### src/rtl/lagarto_fpu_pkg.sv
// Shared Lagarto vector FPU types: conversion-unit interface structs,
// IEEE status flags and the widening-sequencer state encoding.
package lagarto_fpu_pkg;

    // IEEE-754 exception flags in RISC-V fflags order (NV DZ OF UF NX)
    typedef struct packed {
        logic nv;
        logic dz;
        logic of;
        logic uf;
        logic nx;
    } fp_status_flags;

    // Operands presented to a shared FPU functional unit
    typedef struct packed {
        logic [63:0] operand_a;
        logic [63:0] operand_b;
        logic [2:0]  rm;
        logic        op_valid;
    } unit_input_t;

    // Combinational result returned by a functional unit
    typedef struct packed {
        logic [63:0]    result;
        fp_status_flags status;
    } unit_output_t;

    // Widening SP->DP sequencer control states
    typedef enum logic [2:0] {
        FWS_IDLE  = 3'd0,
        FWS_FETCH = 3'd1,
        FWS_LO    = 3'd2,
        FWS_HI    = 3'd3,
        FWS_DONE  = 3'd4
    } fp_widen_seq_state_t;

endpackage

### src/rtl/fp_widen_sequencer.sv
// Streams a vector of packed SP elements through one shared SP->DP
// conversion unit, one element per cycle, and emits a completion beat
// carrying the sticky OR of all element status flags.
module fp_widen_sequencer
    import lagarto_fpu_pkg::*;
#(
    parameter int MAX_VL = 32,
    parameter int TAG_W  = 5,
    parameter int VL_W   = $clog2(MAX_VL + 1)
) (
    input  logic                 clk_i,
    input  logic                 rst_i,
    input  logic                 req_valid_i,
    output logic                 req_ready_o,
    input  logic [VL_W-1:0]      req_vl_i,
    input  logic [TAG_W-1:0]     req_tag_i,
    input  logic                 src_valid_i,
    output logic                 src_ready_o,
    input  logic [63:0]          src_data_i,
    output unit_input_t          cvt_input_o,
    input  unit_output_t         cvt_output_i,
    output logic                 res_valid_o,
    input  logic                 res_ready_i,
    output logic [63:0]          res_data_o,
    output logic [VL_W-1:0]      res_idx_o,
    output logic                 res_last_o,
    output logic                 done_valid_o,
    output logic [TAG_W-1:0]     done_tag_o,
    output fp_status_flags       done_status_o,
    output logic                 busy_o
);

    fp_widen_seq_state_t state_q, state_d;

    logic [VL_W-1:0]  vl_q;
    logic [VL_W-1:0]  idx_q;
    logic [TAG_W-1:0] tag_q;
    fp_status_flags   status_q;
    logic [63:0]      word_q;

    logic             res_valid_q;
    logic [63:0]      res_data_q;
    logic [VL_W-1:0]  res_idx_q;
    logic             res_last_q;

    logic             out_free;
    logic             last_elem;
    logic             converting;
    logic             req_fire;
    logic             src_ready;
    logic             src_fire;
    logic             load;
    logic             done_fire;
    logic [VL_W-1:0]  vl_clamped;

    assign vl_clamped = (req_vl_i > VL_W'(MAX_VL)) ? VL_W'(MAX_VL) : req_vl_i;
    assign out_free   = !res_valid_q || res_ready_i;
    assign last_elem  = (idx_q == (vl_q - VL_W'(1)));
    assign converting = (state_q == FWS_LO) || (state_q == FWS_HI);
    assign req_fire   = req_valid_i && (state_q == FWS_IDLE);
    assign src_fire   = src_valid_i && src_ready;
    assign load       = converting && out_free;
    // The output register only ever holds the final result while in DONE
    assign done_fire  = (state_q == FWS_DONE) &&
                        (!res_valid_q || (res_ready_i && res_last_q));

    // State register
    always_ff @(posedge clk_i) begin
        if (rst_i) begin
            state_q <= FWS_IDLE;
        end else begin
            state_q <= state_d;
        end
    end

    // Next-state logic
    always_comb begin
        state_d = state_q;
        case (state_q)
            FWS_IDLE: begin
                if (req_valid_i) begin
                    state_d = (vl_clamped != '0) ? FWS_FETCH : FWS_DONE;
                end
            end
            FWS_FETCH: begin
                if (src_valid_i) begin
                    state_d = FWS_LO;
                end
            end
            FWS_LO: begin
                if (out_free) begin
                    state_d = last_elem ? FWS_DONE : FWS_HI;
                end
            end
            FWS_HI: begin
                if (out_free) begin
                    if (last_elem) begin
                        state_d = FWS_DONE;
                    end else begin
                        state_d = src_valid_i ? FWS_LO : FWS_FETCH;
                    end
                end
            end
            FWS_DONE: begin
                if (done_fire) begin
                    state_d = FWS_IDLE;
                end
            end
            default: state_d = FWS_IDLE;
        endcase
    end

    // Output decode: handshakes, conversion-unit drive, completion beat
    always_comb begin
        req_ready_o  = (state_q == FWS_IDLE);
        src_ready    = (state_q == FWS_FETCH) ||
                       ((state_q == FWS_HI) && out_free && !last_elem);
        busy_o       = (state_q != FWS_IDLE);
        done_valid_o = done_fire;
        cvt_input_o  = '0;
        if (state_q == FWS_LO) begin
            cvt_input_o.op_valid  = 1'b1;
            cvt_input_o.operand_a = {32'b0, word_q[31:0]};
        end else if (state_q == FWS_HI) begin
            cvt_input_o.op_valid  = 1'b1;
            cvt_input_o.operand_a = {32'b0, word_q[63:32]};
        end
    end

    assign src_ready_o = src_ready;

    // Request context, source word and sticky status
    always_ff @(posedge clk_i) begin
        if (rst_i) begin
            vl_q     <= '0;
            idx_q    <= '0;
            tag_q    <= '0;
            status_q <= '0;
            word_q   <= '0;
        end else begin
            if (req_fire) begin
                vl_q     <= vl_clamped;
                tag_q    <= req_tag_i;
                idx_q    <= '0;
                status_q <= '0;
            end
            if (src_fire) begin
                word_q <= src_data_i;
            end
            if (load) begin
                status_q <= status_q | cvt_output_i.status;
                idx_q    <= idx_q + VL_W'(1);
            end
        end
    end

    // res_stage: valid/ready output register, reload wins over drain
    always_ff @(posedge clk_i) begin
        if (rst_i) begin
            res_valid_q <= 1'b0;
            res_data_q  <= '0;
            res_idx_q   <= '0;
            res_last_q  <= 1'b0;
        end else if (load) begin
            res_valid_q <= 1'b1;
            res_data_q  <= cvt_output_i.result;
            res_idx_q   <= idx_q;
            res_last_q  <= last_elem;
        end else if (res_ready_i) begin
            res_valid_q <= 1'b0;
        end
    end

    assign res_valid_o   = res_valid_q;
    assign res_data_o    = res_data_q;
    assign res_idx_o     = res_idx_q;
    assign res_last_o    = res_last_q;
    assign done_tag_o    = tag_q;
    assign done_status_o = status_q;

endmodule

### config.mk
export PLATFORM = sky130hd
export DESIGN_NAME = fp_widen_sequencer
export DESIGN_NICKNAME = d
export VERILOG_FILES = /design/src/rtl/lagarto_fpu_pkg.sv /design/src/rtl/fp_widen_sequencer.sv
export SDC_FILE = /design/constraint.sdc
export NUM_CORES = 1
export LEC_CHECK = 0
export BUFFER_PORTS_ARGS = -buffer_cell sky130_fd_sc_hd__buf_2
export CAP_MARGIN = 20
export CORE_AREA = 2 2 143 145
export DETAILED_ROUTE_END_ITERATION = 12
export DIE_AREA = 0 0 145 147
export PLACE_DENSITY = 0.71
export SYNTH_ARGS = -nofsm -noshare
export SYNTH_HDL_FRONTEND = slang
export SYNTH_SLANG_ARGS = --single-unit
### constraint.sdc
create_clock -name clk_i -period 6.4 [get_ports clk_i]
set_input_delay 0.64 -clock clk_i [delete_from_list [all_inputs] [get_ports clk_i]]
set_output_delay 0.64 -clock clk_i [all_outputs]
set_load 0.01 [all_outputs]
Word level (Yosys, flattened, before mapping)
Cells that the tools add are included.

Bits in registers: 161. Bits of input ports: 149. Output and inout port bits: 218. Word-level logic and storage cells: 68.

$add $sub $neg: 2. $lt $le $gt $ge: 1. Equality and inequality tests: 10. Muxes and demuxes: 21. Bitwise logic cells: 1. Reduce and logical (&&, ||, !) cells: 19.

Operators with widths (number): $mux 32 (2); $mux 3 (8); $mux 6 (3); $pmux 3 s5 (1); $mux 5 (2); $ne 2x2->1 const B (5); $logic_and 1x1->1 (7); $add 6x1->6 const B (1); $eq 3x2->1 const B (2); $eq 6x6->1 (1); $gt 6x6->1 const B (1); $reduce_bool 6->1 (1); $sub 6x1->6 const B (1); $or 5x5->5 (1); $reduce_and 5->1 (1); $logic_or 1x1->1 (4); $mux 1 (4); $reduce_bool 2->1 (2); $eq 3x1->1 const B (1); $eq 3x3->1 const B (1); $logic_not 3->1 (1); $reduce_bool 3->1 (1); $logic_not 1->1 (2); $mux 2 (1).

Logic depth before layout (Yosys ltp)
Gate-level depths: netlist of run 1.

Depth in word-level cells: 6. Depth in mapped cells: 9. Gate-level depth less buffers: 7.

Worst setup path before layout of run 1
OpenSTA, ideal clock, no wires.

Path kind: register to output. Start: register vl_q[0]. End: output src_ready_o. Arrival time: 1.900 ns. Required time: 5.760 ns. Path slack: 3.860 ns. Stages on the path, launching flop included: 8. Path buffers: 0. Cell sequence: dfxtp_1 -> inv_1 -> ha_1 -> or3b_1 -> a211o_1 -> or2_2 -> o311ai_0 -> nand2b_1.

Longest elaborated chain between the ends: 5.

RTL lines: start: declaration (line fp_widen_sequencer.sv:35) `logic [VL_W-1:0] vl_q;`; start signal: assignment (line fp_widen_sequencer.sv:142) `vl_q <= vl_clamped;`; $sub 6x1->6 (line fp_widen_sequencer.sv:58) `assign last_elem = (idx_q == (vl_q - VL_W'(1)));`; $eq 6x6->1 (line fp_widen_sequencer.sv:58); $logic_not 1->1 (line fp_widen_sequencer.sv:117) `((state_q == FWS_HI) && out_free && !last_elem);`; $logic_and 1x1->1 (line fp_widen_sequencer.sv:117); $logic_or 1x1->1 (line fp_widen_sequencer.sv:116) `src_ready = (state_q == FWS_FETCH) ||`; end: declaration (line fp_widen_sequencer.sv:18) `output logic src_ready_o,`.

No other way between the ends.

Worst setup path after layout of run 1
Start: register state_q[2]. End: output src_ready_o.

Longest elaborated chain between the ends: 4. Elaborated cells between the ends (all ways): 5. Those cells by class: 2 x eq/ne; 3 x reduce/logical.

RTL lines: start: declaration (line fp_widen_sequencer.sv:33) `fp_widen_seq_state_t state_q, state_d;`; start signal: assignment (line fp_widen_sequencer.sv:72) `state_q <= state_d;`; $eq 3x2->1 (line fp_widen_sequencer.sv:117); $logic_and 1x1->1 (2 in series) (line fp_widen_sequencer.sv:117); $logic_or 1x1->1 * (line fp_widen_sequencer.sv:116).

Every way passes the cells marked *; elsewhere a longest branch is shown, timed or not.

==> results of run 1 <==
[state kept, by name (all words and copies together) (netlist names)]
signal / cells
vl_q: 6
res_idx_o: 6
res_valid_o: 1
done_tag_o: 5
done_status_o: 5
state_q: 3
res_data_o: 64
word_q: 64
idx_q: 6
res_last_o: 1
[report_power, final]
group | leakage (nW) | switching, mW | internal (mW)
logic | 2.50 | 0.198 | 0.137
registers | 1.31 | 0.0239 | 1.05
clock network | 0.284 | 0.445 | 0.589
total | 4.09 | 0.667 | 1.77
[cells by family (layout without fill, tap and decap cells)]
kind of cell    after synthesis  after routing  share of synthesized area
mux                          97             97                      0.124
xor+xnor                      6              6                    0.00669
buf+inv                     165            309                      0.139
other cells                   1            101                   0.000477
simple gates                379            379                      0.235
fa+ha+maj                     2              2                    0.00319
flops                       161            161                      0.410
compound gates              117            117                     0.0816
[cells in the mapped netlist (all sizes together)]
master / n
nand2: 164
dfxtp: 161
nand2b: 133
buf: 113
a21oi: 96
mux2i: 96
nor2: 54
clkbuf: 48
nand3b: 8
a211oi: 6
xnor2: 5
inv: 4
a31oi: 3
nand3: 3
nor2b: 3
o31ai: 3
and2: 2
and3: 2
ha: 2
nor3: 2
o211ai: 2
or2: 2
or3: 2
a2111oi: 1
a211o: 1
a21boi: 1
a22oi: 1
and2b: 1
conb: 1
mux2: 1
nor4: 1
o21ai: 1
o311ai: 1
o41ai: 1
or3b: 1
or4: 1
xor2: 1
[metrics by stage]
| stage | utilization | cell area (um2) | setup slack (ns) | power (mW) | hold slack [ns] |
|---|---|---|---|---|---|
| final | 0.479 | 9500 | 3.14 | 2.44 | 0.446 |
| after global routing | 0.479 | 9500 | 2.91 | 2.55 | 0.433 |
| after CTS | 0.478 | 9490 | 3.10 | 2.47 | 0.427 |
| after detailed placement | 0.448 | 8890 | 3.56 | 1.43 | 0.443 |
| after global placement | 0.448 | 8890 | 3.58 | 1.43 | 0.439 |
| after floorplan | - | 8220 | 3.86 | 1.37 | 0.445 |
[placed cells by master, fill, tap and decap left out, types with 2 or more instances in the layout]
cell	instances
buf_2	266
nand2_1	164
dfxtp_1	160
nand2b_1	132
conb_1	99
mux2i_1	96
a21oi_1	95
nor2_1	53
clkbuf_16	17
nand3b_1	8
buf_4	7
a211oi_1	6
xnor2_1	5
inv_1	4
nor2b_1	3
a31oi_1	3
o31ai_1	3
nand3_1	3
clkinvlp_4	3
inv_6	3
clkinv_4	3
diode_2	2
or3_1	2
and2_1	2
o211ai_1	2
and3_1	2
nor3_1	2
or2_2	2
ha_1	2
bufinv_16	2
inv_8	2
[how the worst max path moves through the flow]
stage / end / slack [ns] / cells past startpoint
after detailed placement: src_ready_o / 3.56 / 7
after global placement: src_ready_o / 3.58 / 7
after floorplan: src_ready_o / 3.86 / 7
after CTS: src_ready_o / 3.10 / 7
after global routing: src_ready_o / 2.91 / 7
final: src_ready_o / 3.14 / 7
[critical path, cell delays in order, from the launching register on]
cell and delay [ns]:
dfxtp_1 0.40, nand2b_1 0.18, buf_4 0.26, nor2_4 0.16, buf_4 0.64, o311ai_0 0.29
nand2b_1 0.13, buf_2 0.13
[cell type report]
| cell class | instances | area [um2] | area share |
|---|---|---|---|
| Tap cell | 270 | 338 | 0.0356 |
| Clock buffer | 18 | 429 | 0.0452 |
| Clock inverter | 14 | 174 | 0.0183 |
| Antenna cell | 2 | 5.00 | 0.000527 |
| Multi-Input combinational cell | 700 | 3930 | 0.414 |
| Inverter | 4 | 15.0 | 0.00158 |
| Sequential cell | 161 | 3220 | 0.339 |
| Timing Repair Buffer | 273 | 1380 | 0.146 |
[routing by layer]
| layer | wire length, um | GRT usage | part of all wire | up-vias |
|---|---|---|---|---|
| met5 | 0 | 0 | 0 | - |
| met4 | 650 | 0.0866 | 0.035 | 0 |
| met3 | 943 | 0.0388 | 0.050 | 45 |
| met2 | 9210 | 0.285 | 0.49 | 198 |
| met1 | 7890 | 0.206 | 0.42 | 2946 |
| li1 | - | - | - | 3284 |
==> results.toml, run 1 <==
[outcome]
status = "finished, final reports clean"

[power_and_ir_drop]
leakagePower_nw = 4.09
p_per_area_mw_per_mm2 = 257
max-vdd-ir-drop_mv = 0.171

[worst_setup_path]
worstSetupPathType = "reg2out"
r2r_slack_ns = 3.74
path_max_fanout = 82
critPathCaptureType = "primary output"
r2r-start = "vl_q[0]"
critPathArrivalTime_ns = 2.62
startpoint = "state_q[2]"
cp-start-kind = "flip-flop"
reg2regPathDepth = 8
timing.rr.end = "word_q[4]"
cp.required_ns = 5.76

[grt]
grt_max_degree = 122
grt_pass1_wl_mm = 29.7
antenna_found_initial = 2
grt_pass1_vias = 6011
track_usage = 0.170
grt_overflow = 0

[synth]
synth.largest_area_cell = "dfxtp_1"
yosysUniqueCellTypes = 43
synthCells = 928
ys_seq_area_frac = 0.410
ys_seq_elements = 161
netlist_top_cells_area = "dfxtp_1 (41%), mux2i_1 (12%), nand2b_1 (11%)"
yosysTopAreaCellShare = 0.410
netlist_area_mm2 = 0.00786
avgSynthCellArea_um2 = 8.46
ys_warn_count = 0

[floorplan]
start_util = 0.396
fp.dieH_um = 147
die_w_um = 145
io_pins = 367
coreArea_mm2 = 0.0198
dieArea_mm2 = 0.0213
rows = 52

[cells_and_area]
nets = 1308
syn_to_final_growth_pct = 20.9
layout-drive-gt1-share = 0.267
fin_cells = 1442
fillers = 1932

[timing]
worst_slew_pin_slew_ns = 1.13
fin_skew_ns = 0.0100
slew_viol_final = 0
slew_headroom = 0.248
tns_ns = 0
post-route-min-period_ns = 3.26
rsz0062_at_grt = "false"
final_hold_viol_count = 0
fin_crit_sh = 0.510
setup_viol = 0
max_freq_mhz = 306

[placement]
numPortBuffers = 267
hpwlAfterDp_mm = 12.8
place_congestion = 0.832
placed_cells = 1408

[flow_run]
maxCapViolCount = 0

[detailed_routing]
via_per_inst = 4.49
ant_nets = 0
drtPass1Iterations = 4
drt_iter0_drc = 273
post_drt_wl_per_cell_um = 13.0
vias = 6473
drt-total-wl_mm = 18.7
drc = 0

[cts]
clk_pin_slew_worst_paths_ns = 0.07
cts_resized = 0
clk_latency_ns = 0.42
postCtsSetupRepairBufs = 0
cts_made_buffers = 17
htree_num_levels = 4
ctsHoldBuffers = 0
cts_sinks = 161
cts_buffer_depth = 2
cts-root-buf = "clkbuf_16"
cts_tree = "built"

[worst_hold_path]
holdPathStages = 3
min_path_type = "in2reg"
worstHoldStart = "cvt_output_i[2]"
hold_end = "done_status_o[2]"
Power figures use the tool's default switching activity.
==> run 2, diff against run 1 <==
--- a/config.mk
+++ b/config.mk
@@ -10,7 +10,7 @@
 export CORE_AREA = 2 2 143 145
 export DETAILED_ROUTE_END_ITERATION = 12
 export DIE_AREA = 0 0 145 147
-export PLACE_DENSITY = 0.71
+export PLACE_DENSITY = 0.74
 export SYNTH_ARGS = -nofsm -noshare
 export SYNTH_HDL_FRONTEND = slang
 export SYNTH_SLANG_ARGS = --single-unit
==> constraint.sdc (replaced) <==
create_clock -name clk_i -period 3 [get_ports clk_i]
set_input_delay 0.3 -clock clk_i [delete_from_list [all_inputs] [get_ports clk_i]]
set_output_delay 0.3 -clock clk_i [all_outputs]
set_load 0.01 [all_outputs]
==> results.toml, run 2 (synthesis gave the netlist of run 1 again) <==
[timing]
whs_ns = 0.114
slew_viol_final = 0
rsz0062_at_grt = "false"
tns_ns = 0
worst_slew_pin_slew_ns = 0.586
final_hold_viol_count = 0
post-route-min-period_ns = 2.79
max_freq_mhz = 359
fin_ws_ns = 0.212
slew_headroom = 0.609
fin_skew_ns = 0.0140
setup_viol = 0
fin_crit_sh = 0.929

[power_and_ir_drop]
leakagePower_nw = 4.14
p_per_area_mw_per_mm2 = 547
max-vdd-ir-drop_mv = 0.355
p_switching_mw = 1.44
p_int_mw = 3.80
p_sw_frac = 0.275
clockPowerShare = 0.423
p_comb_frac = 0.137
pwr-share-seq = 0.439

[worst_setup_path]
path_cells = "inv_1, ha_1, or3b_1, a211o_1, or2_2, o311ai_1, nand2b_1, buf_2"
critPathCaptureType = "primary output"
cp.required_ns = 2.70
path_buf_inv = 2
slowest_stage = "or3b_1"
worstSetupPathType = "reg2out"
path_max_fanout = 4
cp-start-kind = "flip-flop"
critPathArrivalTime_ns = 2.49
critPathMaxStageDelay_ns = 0.36
critPathTopFamily = "simple AND/OR/NAND/NOR gates"

[detailed_routing]
drc = 0
drt-total-wl_mm = 19.2
ant_nets = 0
via_per_inst = 4.54
drtPass1Iterations = 5
post_drt_wl_per_cell_um = 13.3
vias = 6559
drt_iter0_drc = 322

[cells_and_area]
seq_area_mm2 = 0.00322
syn_to_final_growth_pct = 21.9
final_cell_mix = "buf_2 (266), nand2_1 (164), dfxtp_1 (160)"
layout-drive-gt1-share = 0.270
multi_input_area_mm2 = 0.00393
nets = 1313
fillers = 1961
layout_commonest_cell = "buf_2"
diodes = 0
finalInstanceArea_mm2 = 0.00957

[placement]
place_ws_ns = 0.567
placed_area_mm2 = 0.00896
hpwlAfterDp_mm = 13.7
numPortBuffers = 267
place_congestion = 0.794

[cts]
cts_buffer_depth = 2
cts_tree = "built"
cts-root-buf = "clkbuf_16"
cts_made_buffers = 17
cts_sinks = 161
clk_pin_slew_worst_paths_ns = 0.07
ctsHoldBuffers = 0
htree_num_levels = 4
clk_latency_ns = 0.41

[grt]
use_met3 = 0.0382
top_usage_layer = "met2"
antenna_found_initial = 0
track_usage = 0.174
grt_pass1_vias = 6228
grt_overflow = 0
grt_pass1_wl_mm = 30.6
use_met1 = 0.212
grt_max_degree = 102
use_met2 = 0.305

[floorplan]
dieArea_mm2 = 0.0213
rows = 52
die_w_um = 145
io_pins = 367
coreArea_mm2 = 0.0198
fp.dieH_um = 147
start_util = 0.396

[worst_hold_path]
min_path_type = "in2reg"

[flow_run]
maxCapViolCount = 0

[outcome]
status = "finished, final reports clean"
run 2: worst paths after layout:
path,from,to,slack (ns),cells past startpoint
setup / recovery,vl_q[0],src_ready_o,0.21,8
hold / removal,cvt_output_i[15],res_data_o[10],0.11,3
setup reg to reg,vl_q[0],word_q[44],0.62,8
hold reg to reg,res_data_o[25],res_data_o[25],0.45,2
run 2: routing by layer:
metal / vias up / part of all wire
met5: - / 0
met4: 0 / 0.020
met3: 29 / 0.049
met2: 221 / 0.51
met1: 3021 / 0.42
li1: 3288 / -
run 2: what timing repair did:
action                     CTS  global route
setup endpoints to repair    0             1
resized for setup            0             1
setup buffers                0             0
run 2: layout make-up:
class / count / share of cell area
timing repair buffer: 278 / 0.152
tap: 270 / 0.0353
multi-input combinational: 700 / 0.410
clock inverter: 14 / 0.0186
clock buffer: 18 / 0.0448
inverter: 4 / 0.00157
sequential: 161 / 0.337
run 2: tightest hold or removal path, cell delays in order:
cell	delay (ns)
buf_2	0.09
nand2_1	0.04
a21oi_1	0.05
run 2: power by group through the flow:
stage / registers [mW] / logic [mW] / clock network [mW]
floorplan: 2.35 / 0.572 / 0
global placement: 2.35 / 0.712 / 0
detailed placement: 2.35 / 0.719 / 0
CTS: 2.30 / 0.721 / 2.28
global route: 2.32 / 0.792 / 2.37
finish: 2.30 / 0.719 / 2.22
run 2: stage by stage:
step                std cells  power (mW)  utilization
finish                   1445        5.24        0.482
global route             1445        5.48        0.482
CTS                      1445        5.31        0.482
detailed placement       1413        3.07        0.452
global placement         1413        3.06        0.452
floorplan                1026        2.92            -
==> run 3, diff against run 2 <==
--- a/config.mk
+++ b/config.mk
@@ -5,12 +5,13 @@
 export SDC_FILE = /design/constraint.sdc
 export NUM_CORES = 1
 export LEC_CHECK = 0
+export ABC_AREA = 1
 export BUFFER_PORTS_ARGS = -buffer_cell sky130_fd_sc_hd__buf_2
 export CAP_MARGIN = 20
-export CORE_AREA = 2 2 143 145
+export CORE_AREA = 2 2 142 144
 export DETAILED_ROUTE_END_ITERATION = 12
-export DIE_AREA = 0 0 145 147
-export PLACE_DENSITY = 0.74
+export DIE_AREA = 0 0 144 146
+export PLACE_DENSITY = 0.73
 export SYNTH_ARGS = -nofsm -noshare
 export SYNTH_HDL_FRONTEND = slang
 export SYNTH_SLANG_ARGS = --single-unit
==> results.toml, run 3 <==
[outcome]
status = "finished, final reports clean"

[worst_setup_path]
cp-start-kind = "flip-flop"
critPathArrivalTime_ns = 2.30
cp.required_ns = 2.70
worstSetupPathType = "reg2out"
critPathCaptureType = "primary output"
path_max_fanout = 39
reg2regPathDepth = 12

[power_and_ir_drop]
design_power_total_mw = 6.95
max-vdd-ir-drop_mv = 0.377
leakagePower_nw = 4.92
p_per_area_mw_per_mm2 = 745

[synth]
yosysUniqueCellTypes = 30
ys_seq_elements = 161
netlist_top_cells_area = "dfxtp_1 (42%), nor2_1 (11%), buf_4 (10%)"
synthXorXnorAreaFrac = 0.00459
synthMuxAreaShare = 0
synth_fa_ha_area_frac = 0.00328
avgSynthCellArea_um2 = 7.19
ys_async_sr_fraction = 0
synth_compound_area_frac = 0.156
synth_edf_count = 0
ys_warn_count = 0
synth_top_family_by_area = "simple AND/OR/NAND/NOR gates"
ys_seq_area_frac = 0.422
yosysMostFrequentCell = "nor2_1"
yosysTopAreaCellShare = 0.422
netlist_area_mm2 = 0.00763
synth-main-ff-cell = "dfxtp_1"
synth_common_cells = "nor2_1 (221), dfxtp_1 (161), nand2_1 (108)"
synth-simple-area-share = 0.224
synth.largest_area_cell = "dfxtp_1"
synthCells = 1061

[cells_and_area]
fin_util = 0.483
finalInstanceArea_mm2 = 0.00933
fin_cells = 1567
syn_to_final_growth_pct = 22.3
fillers = 1937
layout_commonest_cell = "buf_2"
nets = 1440
layout-drive-gt1-share = 0.249
diodes = 0
final_cell_mix = "buf_2 (266), nor2_1 (221), dfxtp_1 (161)"

[cts]
htree_num_levels = 4
postCtsSetupRepairBufs = 0
cts_sinks = 161
clk_pin_slew_worst_paths_ns = 0.07
cts_made_buffers = 17
clk_latency_ns = 0.41
ctsHoldBuffers = 0
cts_resized = 0
cts-root-buf = "clkbuf_16"
cts_tree = "built"
cts_buffer_depth = 2

[worst_hold_path]
min_path_type = "in2reg"
holdPathStages = 3

[detailed_routing]
vias = 7165
ant_nets = 0
drt-total-wl_mm = 19.4
post_drt_wl_per_cell_um = 12.4
drtPass1Iterations = 4
drt_iter0_drc = 327
drc = 0
via_per_inst = 4.57

[grt]
grt_max_degree = 88
antenna_found_initial = 0
grt_pass1_vias = 6694
grt_pass1_wl_mm = 30.8
track_usage = 0.179
grt_overflow = 0

[placement]
placed_area_mm2 = 0.00875
place_congestion = 0.764
place_ws_ns = 0.735
numPortBuffers = 267
hpwlAfterDp_mm = 13.4
placed_cells = 1535

[timing]
max_freq_mhz = 385
slew_viol_final = 0
fin_ws_ns = 0.402
fin_crit_sh = 0.866
final_hold_viol_count = 0
whs_ns = 0.0990
post-route-min-period_ns = 2.60
worst_slew_pin_slew_ns = 0.827
tns_ns = 0
slew_headroom = 0.449
setup_viol = 0
fin_skew_ns = 0.00686
rsz0062_at_grt = "false"

[floorplan]
start_util = 0.395
rows = 51
io_pins = 367
die_w_um = 144
coreArea_mm2 = 0.0193
dieArea_mm2 = 0.0210
fp.dieH_um = 146

[flow_run]
maxCapViolCount = 0
[run 3: cell types whose count changed in the layout (fill, tap and decap cells not counted), moves of 4 or more]
cell	before	now
a21oi_1	95	84
a22o_1	0	32
inv_1	4	90
mux2i_1	96	0
nand2_1	164	108
nand2b_1	132	0
nand3_1	3	81
nand3b_1	8	0
nor2_1	53	221
o21ai_0	1	81
xnor2_1	5	1
[run 3: report_power, final]
part           leakage [nW]  internal [mW]  switching [mW]
clock                 0.289           1.12            1.01
sequential             1.31           2.58           0.223
combinational          3.32          0.733            1.29
[run 3: kinds of logic (layout without fill, tap and decap cells)]
| logic type | Yosys count | in the layout |
|---|---|---|
| flip-flops | 161 | 161 |
| XOR/XNOR | 4 | 4 |
| AND/OR/NAND/NOR | 422 | 422 |
| AO/OA/AOI/OAI | 208 | 208 |
| adder cells (fa/ha/maj) | 2 | 2 |
| other | 1 | 99 |
| buffers and inverters | 263 | 406 |
[run 3: area by class of cell]
| class | count | area [um2] | share of cell area |
|---|---|---|---|
| Tap cell | 265 | 332 | 0.0355 |
| Multi-Input combinational cell | 735 | 3350 | 0.359 |
| Timing Repair Buffer | 280 | 1490 | 0.159 |
| Sequential cell | 161 | 3220 | 0.345 |
| Inverter | 94 | 354 | 0.0379 |
| Clock inverter | 15 | 158 | 0.0169 |
| Clock buffer | 17 | 425 | 0.0456 |
[run 3: worst paths after layout]
kind                          from          endpoint  slack [ns]
setup / recovery           vl_q[0]       src_ready_o        0.40
hold / removal    cvt_output_i[35]    res_data_o[30]         0.1
setup reg to reg           vl_q[0]        word_q[31]        0.70
hold reg to reg   done_status_o[4]  done_status_o[4]        0.45
[run 3: routing by layer]
metal / part of all wire / up-vias / wire length (um) / track usage
li1: - / 3659 / - / -
met1: 0.42 / 3218 / 8240 / 0.207
met2: 0.48 / 267 / 9270 / 0.311
met3: 0.086 / 21 / 1670 / 0.0602
met4: 0.011 / 0 / 216 / 0.0544
met5: 0 / - / 0 / 0
[run 3: worst max-delay path, cell delays in order (launching register included)]
cell and delay, ns:
dfxtp_1 0.37, inv_2 0.07, ha_1 0.30, xor2_1 0.13, nand3_1 0.08, nor2_1 0.13, nand3_2 0.13, nand3_1 0.15
nand2_4 0.27, buf_2 0.25
